$ cat src/rtl/m_axis_rc_realign.sv
// Realigns the 512-bit legacy RC completion stream: strips the 3-DW header into registered
// sideband fields and shifts the payload down by 3 DW, adding a flush beat when needed.
module m_axis_rc_realign #(
  parameter int unsigned DATA_WIDTH = 512,
  parameter int unsigned KEEP_WIDTH = DATA_WIDTH / 8
) (
  input  logic                  user_clk,
  input  logic                  user_reset,
  input  logic [DATA_WIDTH-1:0] m_axis_rc_tdata,
  input  logic [KEEP_WIDTH-1:0] m_axis_rc_tkeep,
  input  logic                  m_axis_rc_tlast,
  input  logic [84:0]           m_axis_rc_tuser,
  input  logic                  m_axis_rc_tvalid,
  output logic [3:0]            m_axis_rc_tready,
  output logic                  source_valid,
  input  logic                  source_ready,
  output logic                  source_first,
  output logic                  source_last,
  output logic [DATA_WIDTH-1:0] source_dat,
  output logic [KEEP_WIDTH-1:0] source_be,
  output logic [9:0]            hdr_len,
  output logic                  hdr_with_data,
  output logic [2:0]            hdr_status,
  output logic [11:0]           hdr_bytecnt,
  output logic [15:0]           hdr_cplid,
  output logic [15:0]           hdr_reqid,
  output logic [7:0]            hdr_tag,
  output logic [6:0]            hdr_lowaddr,
  output logic                  hdr_err
);

  typedef enum logic [1:0] {StSop, StBody, StFlush} state_e;

  state_e        state_q, state_d;
  logic [415:0]  carry_q, carry_d;
  logic [12:0]   carry_mask_q, carry_mask_d;
  logic          first_pend_q, first_pend_d;
  logic          err_acc_q, err_acc_d;
  logic [95:0]   hdr_q, hdr_d;
  logic          hdr_err_q, hdr_err_d;
  logic          src_valid_q, src_valid_d;
  logic          src_first_q, src_first_d;
  logic          src_last_q, src_last_d;
  logic [511:0]  src_dat_q, src_dat_d;
  logic [15:0]   src_mask_q, src_mask_d;

  logic          can_load, rdy, acc, err_new;
  logic [15:0]   dw_mask;

  // keep is DW-granular; bit 4*i stands for the whole DW
  always_comb begin
    dw_mask = '0;
    for (int i = 0; i < 16; i++) dw_mask[i] = m_axis_rc_tkeep[4*i];
  end

  always_comb begin
    can_load     = !src_valid_q || source_ready;
    rdy          = can_load && (state_q != StFlush) && !user_reset;
    acc          = m_axis_rc_tvalid && rdy;
    err_new      = 1'b0;
    state_d      = state_q;
    carry_d      = carry_q;
    carry_mask_d = carry_mask_q;
    first_pend_d = first_pend_q;
    err_acc_d    = err_acc_q;
    hdr_d        = hdr_q;
    hdr_err_d    = hdr_err_q;
    src_valid_d  = can_load ? 1'b0 : src_valid_q;
    src_first_d  = src_first_q;
    src_last_d   = src_last_q;
    src_dat_d    = src_dat_q;
    src_mask_d   = src_mask_q;

    unique case (state_q)
      StSop: begin
        if (acc) begin
          hdr_d     = m_axis_rc_tdata[95:0];
          err_new   = m_axis_rc_tuser[1] | m_axis_rc_tuser[0];
          err_acc_d = err_new;
          if (m_axis_rc_tlast) begin
            src_valid_d = 1'b1;
            src_first_d = 1'b1;
            src_last_d  = 1'b1;
            src_dat_d   = {96'b0, m_axis_rc_tdata[511:96]};
            src_mask_d  = {3'b0, dw_mask[15:3]};
            hdr_err_d   = err_new;
          end else begin
            carry_d      = m_axis_rc_tdata[511:96];
            carry_mask_d = dw_mask[15:3];
            first_pend_d = 1'b1;
            state_d      = StBody;
          end
        end
      end
      StBody: begin
        if (acc) begin
          err_new      = err_acc_q | m_axis_rc_tuser[0];
          err_acc_d    = err_new;
          src_valid_d  = 1'b1;
          src_first_d  = first_pend_q;
          src_last_d   = 1'b0;
          src_dat_d    = {m_axis_rc_tdata[95:0], carry_q};
          src_mask_d   = {dw_mask[2:0], 13'h1fff};
          hdr_err_d    = err_new;
          first_pend_d = 1'b0;
          if (!m_axis_rc_tlast || dw_mask[3]) begin
            // remaining DW3.. either continue the packet or drain in a flush beat
            carry_d      = m_axis_rc_tdata[511:96];
            carry_mask_d = dw_mask[15:3];
          end
          if (m_axis_rc_tlast) begin
            if (dw_mask[3]) begin
              state_d = StFlush;
            end else begin
              src_last_d = 1'b1;
              state_d    = StSop;
            end
          end
        end
      end
      StFlush: begin
        if (can_load) begin
          src_valid_d = 1'b1;
          src_first_d = 1'b0;
          src_last_d  = 1'b1;
          src_dat_d   = {96'b0, carry_q};
          src_mask_d  = {3'b0, carry_mask_q};
          hdr_err_d   = err_acc_q;
          state_d     = StSop;
        end
      end
      default: state_d = StSop;
    endcase
  end

  always_ff @(posedge user_clk) begin
    if (user_reset) begin
      state_q      <= StSop;
      carry_q      <= '0;
      carry_mask_q <= '0;
      first_pend_q <= 1'b0;
      err_acc_q    <= 1'b0;
      hdr_q        <= '0;
      hdr_err_q    <= 1'b0;
      src_valid_q  <= 1'b0;
      src_first_q  <= 1'b0;
      src_last_q   <= 1'b0;
      src_dat_q    <= '0;
      src_mask_q   <= '0;
    end else begin
      state_q      <= state_d;
      carry_q      <= carry_d;
      carry_mask_q <= carry_mask_d;
      first_pend_q <= first_pend_d;
      err_acc_q    <= err_acc_d;
      hdr_q        <= hdr_d;
      hdr_err_q    <= hdr_err_d;
      src_valid_q  <= src_valid_d;
      src_first_q  <= src_first_d;
      src_last_q   <= src_last_d;
      src_dat_q    <= src_dat_d;
      src_mask_q   <= src_mask_d;
    end
  end

  always_comb begin
    source_be = '0;
    for (int i = 0; i < 16; i++) source_be[4*i +: 4] = {4{src_mask_q[i]}};
  end

  assign m_axis_rc_tready = {4{rdy}};
  assign source_valid     = src_valid_q;
  assign source_first     = src_first_q;
  assign source_last      = src_last_q;
  assign source_dat       = src_dat_q;
  assign hdr_len          = hdr_q[9:0];
  assign hdr_with_data    = hdr_q[30];
  assign hdr_status       = hdr_q[47:45];
  assign hdr_bytecnt      = hdr_q[43:32];
  assign hdr_cplid        = hdr_q[63:48];
  assign hdr_reqid        = hdr_q[95:80];
  assign hdr_tag          = hdr_q[79:72];
  assign hdr_lowaddr      = hdr_q[70:64];
  assign hdr_err          = hdr_err_q;

  logic unused_bits;
  assign unused_bits = ^{m_axis_rc_tuser[84:2], m_axis_rc_tkeep, hdr_q[29:10], hdr_q[31],
                         hdr_q[44], hdr_q[71]};

endmodule

$ cat config.mk
export PLATFORM = sky130hd
export DESIGN_NAME = m_axis_rc_realign
export DESIGN_NICKNAME = d
export VERILOG_FILES = /design/src/rtl/m_axis_rc_realign.sv
export SDC_FILE = /design/constraint.sdc
export NUM_CORES = 2
export LEC_CHECK = 0
export ABC_AREA = 0
export BUFFER_PORTS_ARGS = -buffer_cell sky130_fd_sc_hd__buf_2
export CAP_MARGIN = 20
export CORE_AREA = 5 5 506 508
export DETAILED_ROUTE_END_ITERATION = 7
export DIE_AREA = 0 0 511 513
export HOLD_SLACK_MARGIN = 0.06
export PLACE_DENSITY = 0.42
export SLEW_MARGIN = 20
export SYNTH_ARGS = -nofsm -noshare
export SYNTH_HDL_FRONTEND = slang
export SYNTH_SLANG_ARGS = --single-unit
$ cat constraint.sdc
create_clock -name user_clk -period 2.57 [get_ports user_clk]
set_clock_uncertainty 0.1 [all_clocks]
set_input_delay 0.514 -clock user_clk [delete_from_list [all_inputs] [get_ports user_clk]]
set_output_delay 0.514 -clock user_clk [all_outputs]
set_load 0.05 [all_outputs]
==> reports/metrics.csv <==
metric,value,unit
status,completed,
Tmin final,2.49,ns
Die H,513,um
worst skew pair latency,0.78,ns
RSZ-0062 raised after global routing,true,
startpoint class of the critical path,input pin,
area delta synth->final,45.5,%
Mean Syn Cell Area,9.03,um2
Placer Congestion,0.843,
Initial Util,18.6,%
"most common cell after layout, fill and taps aside",buf_2,
largest net degree at the start of global routing,116,
Antenna Nets Post-Route,0,
Synth cell types,47,
num rows,184,
"Seq/Total Area, Yosys",44.5,%
Die ar.,0.262,mm2
max frequency,0.402,GHz
first-pass GRT wire length,322,mm
number of vias per cell,4.42,
DRT Wirelength,224,mm
worst min path class,in2reg,
TritonCTS clock tree,done,
port buffer count,1191,
syn_nets,5844,
Avg WL per Cell,21.8,um
CTS sink cnt,1038,
share of flip-flops with an asynchronous set or reset,0,%
Lkg Pwr,30.9,nW
Critical Path Sink Type,output pin,
initial antenna violation count,33,
top cell type's share of synthesized area,44.5,%
Final Cycle Share,96.8,%
Max H-tree Level,4,
wire length on met1,90.7,mm
Worst-path clk slew,0.05,ns
worst path arrival time,1.87,ns
Die X,511,um
total congestion overflow,0,
max-cap viol count,0,
Initial DRC Count,2639,
WP data required,1.96,ns
Detail Placement HPWL,164,mm
via count,45400,
Synth Instances,5172,
highest metal used,met5,
Core ar.,0.251,mm2
Num CTS Buffers,135,
"EDFF count, synth",0,
Post-synth top flop,dfxtp_1,
GRT Resource Usage Total,16.1,%
number of setup violations in the final report,0,
Pwr Total,67.3,mW
slew margin rel.,49.5,%
met3 WL,14.0,mm
Met2 Wirelength,108,mm
DRC,0,
Clock Tree Buf Depth,3,
vias in the first global route,46200,
most frequent cells in the layout,"1186 x buf_2, 1036 x dfxtp_1, 728 x nand2_1",
fin nets,7471,
I/O pin total,1323,
Area contributors post-synth,"dfxtp_1 44%, mux2i_1 10%, a2bb2oi_1 6.9%, a2111oi_2 6.4%, nand2_1 5.8%",
Max IR drop VDD,0.000626,V
DR pass1 iterations,6,
crit-path max FO,4,
CTS root buf,clkbuf_16,
Synth Register Bits,1038,
fin. max-slew vios,0,
kind of critical path,in2out,
Placed Cells incl. Taps,9470,
final count of hold timing violations,0,
Syn. warnings,0,
Power Dens Cells,990,mW/mm2
mapped cell area,0.0467,mm2
Non-Filler Instances,10300,
Least-Margin Pin Slew,0.758,ns
Synth area leader,dfxtp_1,
ratio of cells with drive above 1 in the final layout,28.8,%
flip-flops by register name (all words and copies together) (netlist names):
register	count
carry_mask_q	13
carry_q	416
err_acc_q	1
first_pend_q	1
hdr_err	1
hdr_q	73
source_dat	512
source_first	1
source_last	1
source_valid	1
src_mask_q	16
state_q	2
stage by stage:
stage	hold WS, ns	setup slack [ns]	area [um2]	setup TNS (ns)	util (%)
after floorplan	0.339	0.0505	46700	0	-
after global placement	0.342	0.0716	57800	0	23.1
after detailed placement	0.344	-0.0781	57800	-0.145	23.1
after CTS	0.0803	-0.0283	67700	-0.112	27.0
after global routing	0.122	-0.0441	68000	-0.217	27.1
final	0.153	0.0827	68000	0	27.1
cells by family after synthesis:
group | share of synthesized area (%)
compound gates | 19.2
fa+ha+maj | 0.161
buf+inv | 8.56
flops | 44.5
mux | 11.7
simple gates | 15.8
power breakdown:
group	internal, mW	leakage [nW]	switching (mW)
combinational	9.17	20.2	18.4
sequential	18.7	8.49	1.78
clock	11.2	2.21	8.08
cell usage after synthesis, types with 2 or more instances:
library cell  count
a2111oi_0       216
a2111oi_2       200
a21oi_1         141
a2bb2oi_1       366
a31oi_1           3
and3_1            2
buf_1            10
buf_2           168
buf_4            74
buf_6            11
clkbuf_1        278
dfxtp_1        1038
ha_1              6
inv_1           372
mux2_1            3
mux2_2           59
mux2i_1         478
nand2_1         728
nand2b_1          4
nand3_1           5
nand4_1           3
nor2_1          434
nor2_4            2
nor2b_1         114
nor3_1          418
o2111ai_1         2
o21ai_0           5
or3_1            13
cell type report:
type                       instances  area (um2)
clock buffer                     193        3940
tap                             3348        4190
antenna                           25        62.6
multi-input combinational       3220       22100
sequential                      1038       20800
fill                           26700      183000
timing repair buffer            2031       14900
clock inverter                    42         554
inverter                         373        1410
layer usage:
layer	up-vias	track usage, %
li1	21400	-
met1	22100	19.0
met2	1568	27.6
met3	364	4.19
met4	10	7.19
met5	-	0
worst max-delay path, stage by stage:
cell and delay, ns:
dlygate4sd3_1 0.57, buf_2 0.16, nor2b_1 0.24, nor3_4 0.08, buf_6 0.15, buf_8 0.15
what timing repair did:
item	CTS	global route
resized for setup	21	55
setup endpoints to repair	10	69
buffers inserted	1	3
hold buffers	534	0
pin swaps	2	1
hold endpoints to repair	777	0
cloned	0	2
final timing paths:
kind                            depth (start not counted)                   to  slack (ns)            startpoint
worst max register to register                          9       source_dat[80]        0.10            state_q[0]
worst min-delay path                                    3          carry_q[21]        0.15  m_axis_rc_tdata[117]
worst max-delay path                                    6  m_axis_rc_tready[2]        0.08          source_ready
worst min register to register                          2            hdr_q[37]        0.35             hdr_q[37]
(Power assumes the default switching activity.)
